==> src/rtl/clock_pkg.sv <==
// clock_pkg: shared state encoding, divider widths and default timing constants for clock switching.
package clock_pkg;
  typedef enum logic [2:0] {S_IDLE, S_PARK, S_APPLY, S_LOCK_WAIT, S_SETTLE} state_t;
  localparam int PRIM_W = 3;
  localparam int SEC_W = 8;
  localparam int SETTLE_CYCLES_DEF = 16;
  localparam int LOCK_TIMEOUT_DEF = 1024;
endpackage

==> src/rtl/sync2.sv <==
// sync2: two-flop synchronizer, asynchronous active-low reset to 0.
module sync2 (
  input  logic dll_clk,
  input  logic resetb,
  input  logic i_d,
  output logic o_q
);
  logic [1:0] r_ff;
  always_ff @(posedge dll_clk or negedge resetb)
    if (!resetb) r_ff <= '0;
    else r_ff <= {r_ff[0], i_d};
  assign o_q = r_ff[1];
endmodule

==> src/rtl/clock_switch_seq.sv <==
// clock_switch_seq: parks the core clock on the pad clock, loads dividers, waits for DLL lock, then releases.
module clock_switch_seq
  import clock_pkg::*;
#(
  parameter int SETTLE_CYCLES = SETTLE_CYCLES_DEF,
  parameter int LOCK_TIMEOUT = LOCK_TIMEOUT_DEF
) (
  input  logic              dll_clk,
  input  logic              resetb,
  input  logic              i_req_valid,
  output logic              o_req_ready,
  input  logic              i_req_ext_sel,
  input  logic [PRIM_W-1:0] i_req_sel,
  input  logic [PRIM_W-1:0] i_req_sel2,
  input  logic [SEC_W-1:0]  i_req_auxdiv,
  input  logic [SEC_W-1:0]  i_req_primdiv,
  input  logic              i_dll_lock,
  output logic              o_ext_clk_sel,
  output logic [PRIM_W-1:0] o_sel,
  output logic [PRIM_W-1:0] o_sel2,
  output logic [SEC_W-1:0]  o_auxdiv,
  output logic [SEC_W-1:0]  o_primdiv,
  output logic              o_busy,
  output logic              o_done,
  output logic              o_lock_err
);
  localparam int TW = $clog2(LOCK_TIMEOUT + 1);
  localparam int SW = $clog2(SETTLE_CYCLES + 1);
  state_t r_state;
  logic r_ext, r_done, r_lock_err, r_sh_ext;
  logic [PRIM_W-1:0] r_sel, r_sel2, r_sh_sel, r_sh_sel2;
  logic [SEC_W-1:0] r_aux, r_prim, r_sh_aux, r_sh_prim;
  logic [TW-1:0] r_to_cnt;
  logic [SW-1:0] r_st_cnt;
  logic w_lock, w_st_last;
  logic [TW-1:0] w_to_next;
  sync2 u_lock_sync (.dll_clk(dll_clk), .resetb(resetb), .i_d(i_dll_lock), .o_q(w_lock));
  // Timeout budget spans the whole request, so it saturates rather than wraps.
  assign w_to_next = (r_to_cnt == TW'(LOCK_TIMEOUT)) ? r_to_cnt : r_to_cnt + 1'b1;
  assign w_st_last = r_st_cnt == SW'(SETTLE_CYCLES - 1);
  always_ff @(posedge dll_clk or negedge resetb)
    if (!resetb) begin
      r_state <= S_IDLE;
      r_ext <= 1'b1;
      r_sel <= '0;
      r_sel2 <= '0;
      r_aux <= '0;
      r_prim <= '0;
      r_sh_ext <= 1'b1;
      r_sh_sel <= '0;
      r_sh_sel2 <= '0;
      r_sh_aux <= '0;
      r_sh_prim <= '0;
      r_to_cnt <= '0;
      r_st_cnt <= '0;
      r_done <= 1'b0;
      r_lock_err <= 1'b0;
    end else begin
      r_done <= 1'b0;
      case (r_state)
        S_IDLE: if (i_req_valid) begin
          r_sh_ext <= i_req_ext_sel;
          r_sh_sel <= i_req_sel;
          r_sh_sel2 <= i_req_sel2;
          r_sh_aux <= i_req_auxdiv;
          r_sh_prim <= i_req_primdiv;
          r_lock_err <= 1'b0;
          r_to_cnt <= '0;
          r_st_cnt <= '0;
          r_state <= r_ext ? S_APPLY : S_PARK;
        end
        S_PARK: begin
          r_ext <= 1'b1;
          r_st_cnt <= w_st_last ? '0 : r_st_cnt + 1'b1;
          if (w_st_last) r_state <= S_APPLY;
        end
        S_APPLY: begin
          r_sel <= r_sh_sel;
          r_sel2 <= r_sh_sel2;
          r_aux <= r_sh_aux;
          r_prim <= r_sh_prim;
          r_done <= r_sh_ext;
          r_state <= r_sh_ext ? S_IDLE : S_LOCK_WAIT;
        end
        S_LOCK_WAIT: begin
          r_to_cnt <= w_to_next;
          if (w_lock) begin
            r_st_cnt <= '0;
            r_state <= S_SETTLE;
          end else if (w_to_next == TW'(LOCK_TIMEOUT)) begin
            r_lock_err <= 1'b1;
            r_done <= 1'b1;
            r_state <= S_IDLE;
          end
        end
        S_SETTLE:
          if (!w_lock) r_state <= S_LOCK_WAIT;
          else if (w_st_last) begin
            r_ext <= 1'b0;
            r_done <= 1'b1;
            r_state <= S_IDLE;
          end else r_st_cnt <= r_st_cnt + 1'b1;
        default: r_state <= S_IDLE;
      endcase
    end
  assign o_req_ready = r_state == S_IDLE;
  assign o_busy = r_state != S_IDLE;
  assign o_ext_clk_sel = r_ext;
  assign o_sel = r_sel;
  assign o_sel2 = r_sel2;
  assign o_auxdiv = r_aux;
  assign o_primdiv = r_prim;
  assign o_done = r_done;
  assign o_lock_err = r_lock_err;
endmodule

==> config.mk <==
export PLATFORM = sky130hd
export DESIGN_NAME = clock_switch_seq
export DESIGN_NICKNAME = d
export VERILOG_FILES = /design/src/rtl/clock_pkg.sv /design/src/rtl/sync2.sv /design/src/rtl/clock_switch_seq.sv
export SDC_FILE = /design/constraint.sdc
export NUM_CORES = 1
export LEC_CHECK = 0
export ABC_CLOCK_PERIOD_IN_PS = 2100
export CORE_AREA = 2 2 96 121
export DETAILED_ROUTE_END_ITERATION = 16
export DIE_AREA = 0 0 98 123
export SLEW_MARGIN = 20
export SYNTH_ARGS = -nofsm -noshare
export SYNTH_HDL_FRONTEND = slang
export SYNTH_SLANG_ARGS = --single-unit
==> constraint.sdc <==
create_clock -name dll_clk -period 2.1 [get_ports dll_clk]
set_input_delay 0.42 -clock dll_clk [delete_from_list [all_inputs] [get_ports dll_clk]]
set_output_delay 0.42 -clock dll_clk [all_outputs]
set_load 0.1 [all_outputs]
==> parameters.txt, run 1 <==
Parameter                              Value

Final layout
  Utilization after layout    39.84%
  Area of all placed cells without fillers    0.004352 sq mm
  Count of inserted antenna diode cells    0
  Synthesis-to-finish area growth    35.91%
  Number of cells in the finished layout apart from fillers    488
  Net total in the final layout    380
  Share of cells above drive strength 1    38.53%

Timing
  Period Utilization, post-route    96.82%
  Slew at the pin closest to its max-slew limit    0.6286 ns
  Hold Violations, Final    0
  Setup TNS    0 ns
  Count of final max-slew check failures    0
  Setup-failing EPs final    0
  Max Clk Rate    491.9 MHz
  Shortest clock period the worst path allows after layout    2.033 ns
  Max_slew headroom    58.10%
  RSZ-0062 raised after global routing    no
  Largest clock skew in the final design    0.006097 ns

Synth
  Leading post-synthesis cells by instance count    sky130_fd_sc_hd__dfrtp_1 (67), sky130_fd_sc_hd__mux2_2 (45), sky130_fd_sc_hd__o21ai_0 (19), sky130_fd_sc_hd__nand2_1 (17)
  Cell type contributing the most total cell area after synthesis    sky130_fd_sc_hd__dfrtp_1
  Most numerous cell in the Yosys netlist    sky130_fd_sc_hd__dfrtp_1
  Post-synthesis adder-cell area fraction    1.954%
  Post-Synthesis Net Count    305
  Register area share after synthesis    54.01%
  Yosys synthesis warning count    0
  Synth Cell Area    0.003202 sq mm
  Prevailing post-synth register cell    sky130_fd_sc_hd__dfrtp_1
  Compound-gate portion of the synthesized area    11.84%
  Synth Area per Inst    11.73 sq um
  Post-synthesis cell type count    55
  Share of synthesized flip-flops with an asynchronous set or reset    100.0%
  Ranking of synthesized cells by area    sky130_fd_sc_hd__dfrtp_1 (52%), sky130_fd_sc_hd__mux2_2 (16%), sky130_fd_sc_hd__o21ai_0 (3.0%)
  Largest family of logic cells by synthesized area    multiplexers
  Multiplexer share of the synthesized area    16.30%
  Fraction of synthesized cell area in xor and xnor cells    0%
  EDFF count, synth    0
  Area fraction of the dominant cell type after synthesis    52.36%
  Seq cells post-synth    69
  Synthesized-area fraction occupied by and/or/nand/nor cells    12.54%
  Mapped Cells    273

Route
  Ratio of routed vias to standard cells    4.848
  Detailed-route DRC error count    0
  Routed WL    6.993 mm
  Average wire per cell in the routed design    14.33 um
  Remaining antenna violation count    0
  Routed via count    2366
  Number of detailed-route iterations in the first pass    4
  Initial DRC Count    146

Clocking
  Clk sink count    69
  CTS buffer count    9
  CTS tree    built
  Number of H-tree levels    3
  Buffer levels on the longest clock path    2
  Insertion delay of the later-clocked pin in the worst-skew pair    0.33 ns
  Clock transition time at the flip-flop clock pins of the worst setup and hold paths    0.06 ns
  CTS root buf    sky130_fd_sc_hd__clkbuf_16

Die
  Chip Height    123 um
  Starting density of the core    29.32%
  Core area    0.01092 sq mm
  I/O pin cnt    54
  Overall die area    0.01205 sq mm
  Core Rows    43
  Die Width    98 um

Global route
  Aggregate global routing overflow    0
  GRT Overall Usage    12.14%
  Pin count of the biggest net entering global routing    26
  Global-route wire length before repair    11.65 mm
  Antenna violations before repair    0
  Via count of the first global-routing pass    2474

Critical path
  Max stage delay cell, worst path    sky130_fd_sc_hd__or4_4
  Category of the most critical setup path    flip-flop to flip-flop
  Crit path buffers/inverters    0
  Largest fanout of any net on the critical path    2
  Setup crit end kind    flip-flop
  Ordered cell list for the critical path    or4_4 -> and3b_2 -> mux2_4 -> a41o_2 -> a31oi_1
  Startpoint class of the critical path    flip-flop
  Crit path arrival time    2.28 ns
  Cell family with most CP delay    simple AND/OR/NAND/NOR gates
  Required time of the worst setup path    2.35 ns
  Slowest Stage Delay on Critical Path    0.54 ns

Placement
  Total placed instance area    0.004028 sq mm
  Routability congestion estimate from global placement    0.8430
  Count of buffers from port buffering    53
  DP Cell Count    471
  Placed wire-length estimate    4.922 mm

Outcome
  Run status    completed

Min path
  Class of the worst hold path    input pin to asynchronous set/reset pin

Flow run
  Total of max-cap violations    0
## worst paths after layout
path / startpoint / endpoint / slack (ns) / cells past startpoint
worst max-delay path: r_to_cnt[3] / r_state[0] / 0.07 / 5
worst min-delay path: resetb / r_state[1] / 0.12 / 1
worst max register to register: r_to_cnt[3] / r_state[0] / 0.07 / 5
worst min register to register: u_lock_sync.r_ff[0] / u_lock_sync.r_ff[1] / 0.38 / 0
max in group asynchronous: resetb / r_to_cnt[7] / 1.37 / 2
min in group dll_clk: u_lock_sync.r_ff[0] / u_lock_sync.r_ff[1] / 0.38 / 0
## cells in the final DEF, fill, tap and decap left out, drive strengths merged, types with 6 or more instances in the layout
master          n
dfrtp          67
buf            54
mux2           46
clkdlybuf4s50  25
o21ai          19
nand2          17
a21oi          13
nor2           13
clkbuf         12
inv             7
nand3           6
## kinds of logic after synthesis
logic type / Yosys count
adders and majority gates: 5
muxes: 46
DFF: 69
buffers and inverters: 23
and+or+nand+nor: 72
AOI/OAI and AO/OA: 58
## layer usage
| layer | up-vias | track usage (%) | part of all wire, % |
|---|---|---|---|
| met5 | - | 0 | 0 |
| met4 | 0 | 5.035 | 1.7 |
| met3 | 9 | 3.166 | 4.5 |
| met2 | 52 | 20.12 | 50 |
| met1 | 1163 | 15.11 | 44 |
| li1 | 1142 | - | - |
## through the flow
stage | setup WS, ns | hold WS (ns)
after floorplan | -0.2714 | 0.1244
after global placement | -0.01171 | 0.3339
after detailed placement | -0.07596 | 0.3402
after CTS | 0.01753 | 0.1299
after global routing | 0.01115 | 0.1521
final | 0.06687 | 0.1163
## area by class of cell
type,count,area [sq um]
sequential,69,1729
fill,1063,6570
tap,135,168.9
multi-input combinational,181,1406
timing repair buffer,79,728.2
inverter,8,33.78
clock inverter,4,48.80
clock buffer,12,236.5
## registers in the layout, summed over array words and instances, names as in the netlist
register,flops
r_to_cnt,11
o_auxdiv,8
o_primdiv,8
r_sh_aux,8
r_sh_prim,8
r_st_cnt,5
o_sel2,3
o_sel,3
r_sh_sel2,3
r_sh_sel,3
r_state,3
u_lock_sync.r_ff,2
o_done,1
o_ext_clk_sel,1
o_lock_err,1
r_sh_ext,1
## what timing repair did
action	4_1_cts	5_1_grt
cloned	0	0
gates resized for setup	2	9
setup buffers	0	1
setup endpoints to repair	4	9
pin swaps	0	1
hold buffers	0	0
Power of run 1 is left out: the tool's default activity adds up to more than one toggle a clock period on the data nets, which glitch-free logic cannot reach.
==> inputs of run 2 (changes only) <==
Settings changed: CORE_AREA 2 2 96 121 to 2 2 107 109, DIE_AREA 0 0 98 123 to 0 0 109 111, SETUP_SLACK_MARGIN set to 0.1.
==> parameters.txt, run 2 (same netlist as run 1, synthesis figures left out) <==
Parameter                              Value

Outcome
  Run status    completed

Route
  Average wire per cell in the routed design    13.74 um
  Number of detailed-route iterations in the first pass    4
  Routed via count    2411
  Remaining antenna violation count    0
  Ratio of routed vias to standard cells    4.851
  Detailed-route DRC error count    0
  Routed WL    6.828 mm
  Initial DRC Count    132

Placement
  Routability congestion estimate from global placement    0.8096
  Total placed instance area    0.004019 sq mm
  Count of buffers from port buffering    53
  Placed wire-length estimate    4.650 mm

Critical path
  Largest fanout of any net on the critical path    2
  Slowest Stage Delay on Critical Path    0.53 ns
  Setup crit end kind    flip-flop
  Cell family with most CP delay    simple AND/OR/NAND/NOR gates
  Crit path buffers/inverters    0
  Crit path arrival time    2.21 ns
  Ordered cell list for the critical path    or4_4 -> and3b_2 -> mux2_4 -> a41o_4 -> a31oi_1
  Startpoint class of the critical path    flip-flop
  Max stage delay cell, worst path    sky130_fd_sc_hd__or4_4
  Required time of the worst setup path    2.34 ns
  Category of the most critical setup path    flip-flop to flip-flop

Die
  Core area    0.01108 sq mm
  Starting density of the core    28.91%
  Chip Height    111 um
  I/O pin cnt    54
  Overall die area    0.01210 sq mm
  Core Rows    39
  Die Width    109 um

Timing
  Max_slew headroom    72.11%
  Count of final max-slew check failures    0
  Shortest clock period the worst path allows after layout    1.978 ns
  RSZ-0062 raised after global routing    yes
  Largest clock skew in the final design    0.008899 ns
  Hold Violations, Final    0
  Slew at the pin closest to its max-slew limit    0.4174 ns
  Worst Hold Slack    0.09317 ns
  Max Clk Rate    505.4 MHz
  Period Utilization, post-route    94.21%
  Setup-failing EPs final    0

Min path
  Class of the worst hold path    input pin to asynchronous set/reset pin

Clocking
  Insertion delay of the later-clocked pin in the worst-skew pair    0.33 ns
  Number of H-tree levels    3
  Buffer levels on the longest clock path    2
  CTS root buf    sky130_fd_sc_hd__clkbuf_16
  Clk sink count    69
  Hold buffer count at CTS    0
  CTS tree    built
  CTS buffer count    9
  Clock transition time at the flip-flop clock pins of the worst setup and hold paths    0.06 ns

Flow run
  Total of max-cap violations    0

Global route
  Via count of the first global-routing pass    2524
  Pin count of the biggest net entering global routing    70
  Aggregate global routing overflow    0
  GRT Overall Usage    12.27%
  Global-route wire length before repair    11.84 mm
  Antenna violations before repair    0

Final layout
  Net total in the final layout    381
  Share of cells above drive strength 1    41.81%
  Flip-flop count of the largest register, all copies and words added    11
  Area of all placed cells without fillers    0.004458 sq mm
  Synthesis-to-finish area growth    39.23%
  Most frequent standard cell in the layout excluding fill and tap cells    sky130_fd_sc_hd__dfrtp_1
  Leading cell types in the layout, fill and taps excluded    sky130_fd_sc_hd__dfrtp_1 (67), sky130_fd_sc_hd__buf_4 (48), sky130_fd_sc_hd__mux2_2 (45)
  Count of inserted antenna diode cells    0
  Utilization after layout    40.25%
  Register containing the most flip-flops in the final layout    r_to_cnt
## run 2: cell types whose count changed in the layout (fill, tap and decap cells not counted), sizes merged
cell    before  now
buf         54   55
bufinv       1    2
clkbuf      12    9
inv          7    9
## run 2: final timing paths
path | slack (ns) | startpoint | to | cells past startpoint
min | 0.09 | resetb | r_st_cnt[3] | 2
max reg2reg | 0.12 | r_to_cnt[3] | r_state[0] | 5
min in group dll_clk | 0.34 | u_lock_sync.r_ff[0] | u_lock_sync.r_ff[1] | 0
max | 0.12 | r_to_cnt[3] | r_state[0] | 5
min reg2reg | 0.34 | u_lock_sync.r_ff[0] | u_lock_sync.r_ff[1] | 0
max in group asynchronous | 1.67 | resetb | r_sh_ext | 2
## run 2: per-layer routing
layer	vias to the layer above	global-route usage [%]	share of wire (%)
met5	-	0	0
met4	0	4.188	1.2
met3	9	4.586	6.4
met2	61	19.63	49
met1	1200	15.08	44
li1	1141	-	-
## run 2: stage by stage
step	setup TNS (ns)	worst slack, ns	instances
3_3_place_gp	0	0.04328	476
5_1_grt	0	0.06108	497
6_report	0	0.1215	497
4_1_cts	0	0.09558	494
3_5_place_dp	-0.04062	-0.04062	476
2_1_floorplan	-5.838	-0.2714	273
## run 2: timing repair
action / CTS / global route
endpoints found under the setup margin: 6 / 10
pin swaps: 5 / 9
resized for setup: 7 / 17
buffers inserted: 2 / 3
## run 2: cell type report
| type | count | area, sq um |
|---|---|---|
| clock inverters | 7 | 96.34 |
| multi-input cells | 181 | 1459 |
| fillers | 1064 | 6619 |
| clock buffers | 9 | 225.2 |
| well taps | 143 | 178.9 |
| flip-flops and latches | 69 | 1729 |
| inverters | 8 | 33.78 |
| repair buffers | 80 | 735.7 |
Power of run 2 is left out for the same reason.
==> inputs of run 3 (changes only) <==
Settings changed: CTS_CLUSTER_SIZE set to 20.
==> results of run 3 <==
The final DEF is identical to that of run 2; final timing and power are the same.
Power of run 3 is left out for the same reason.
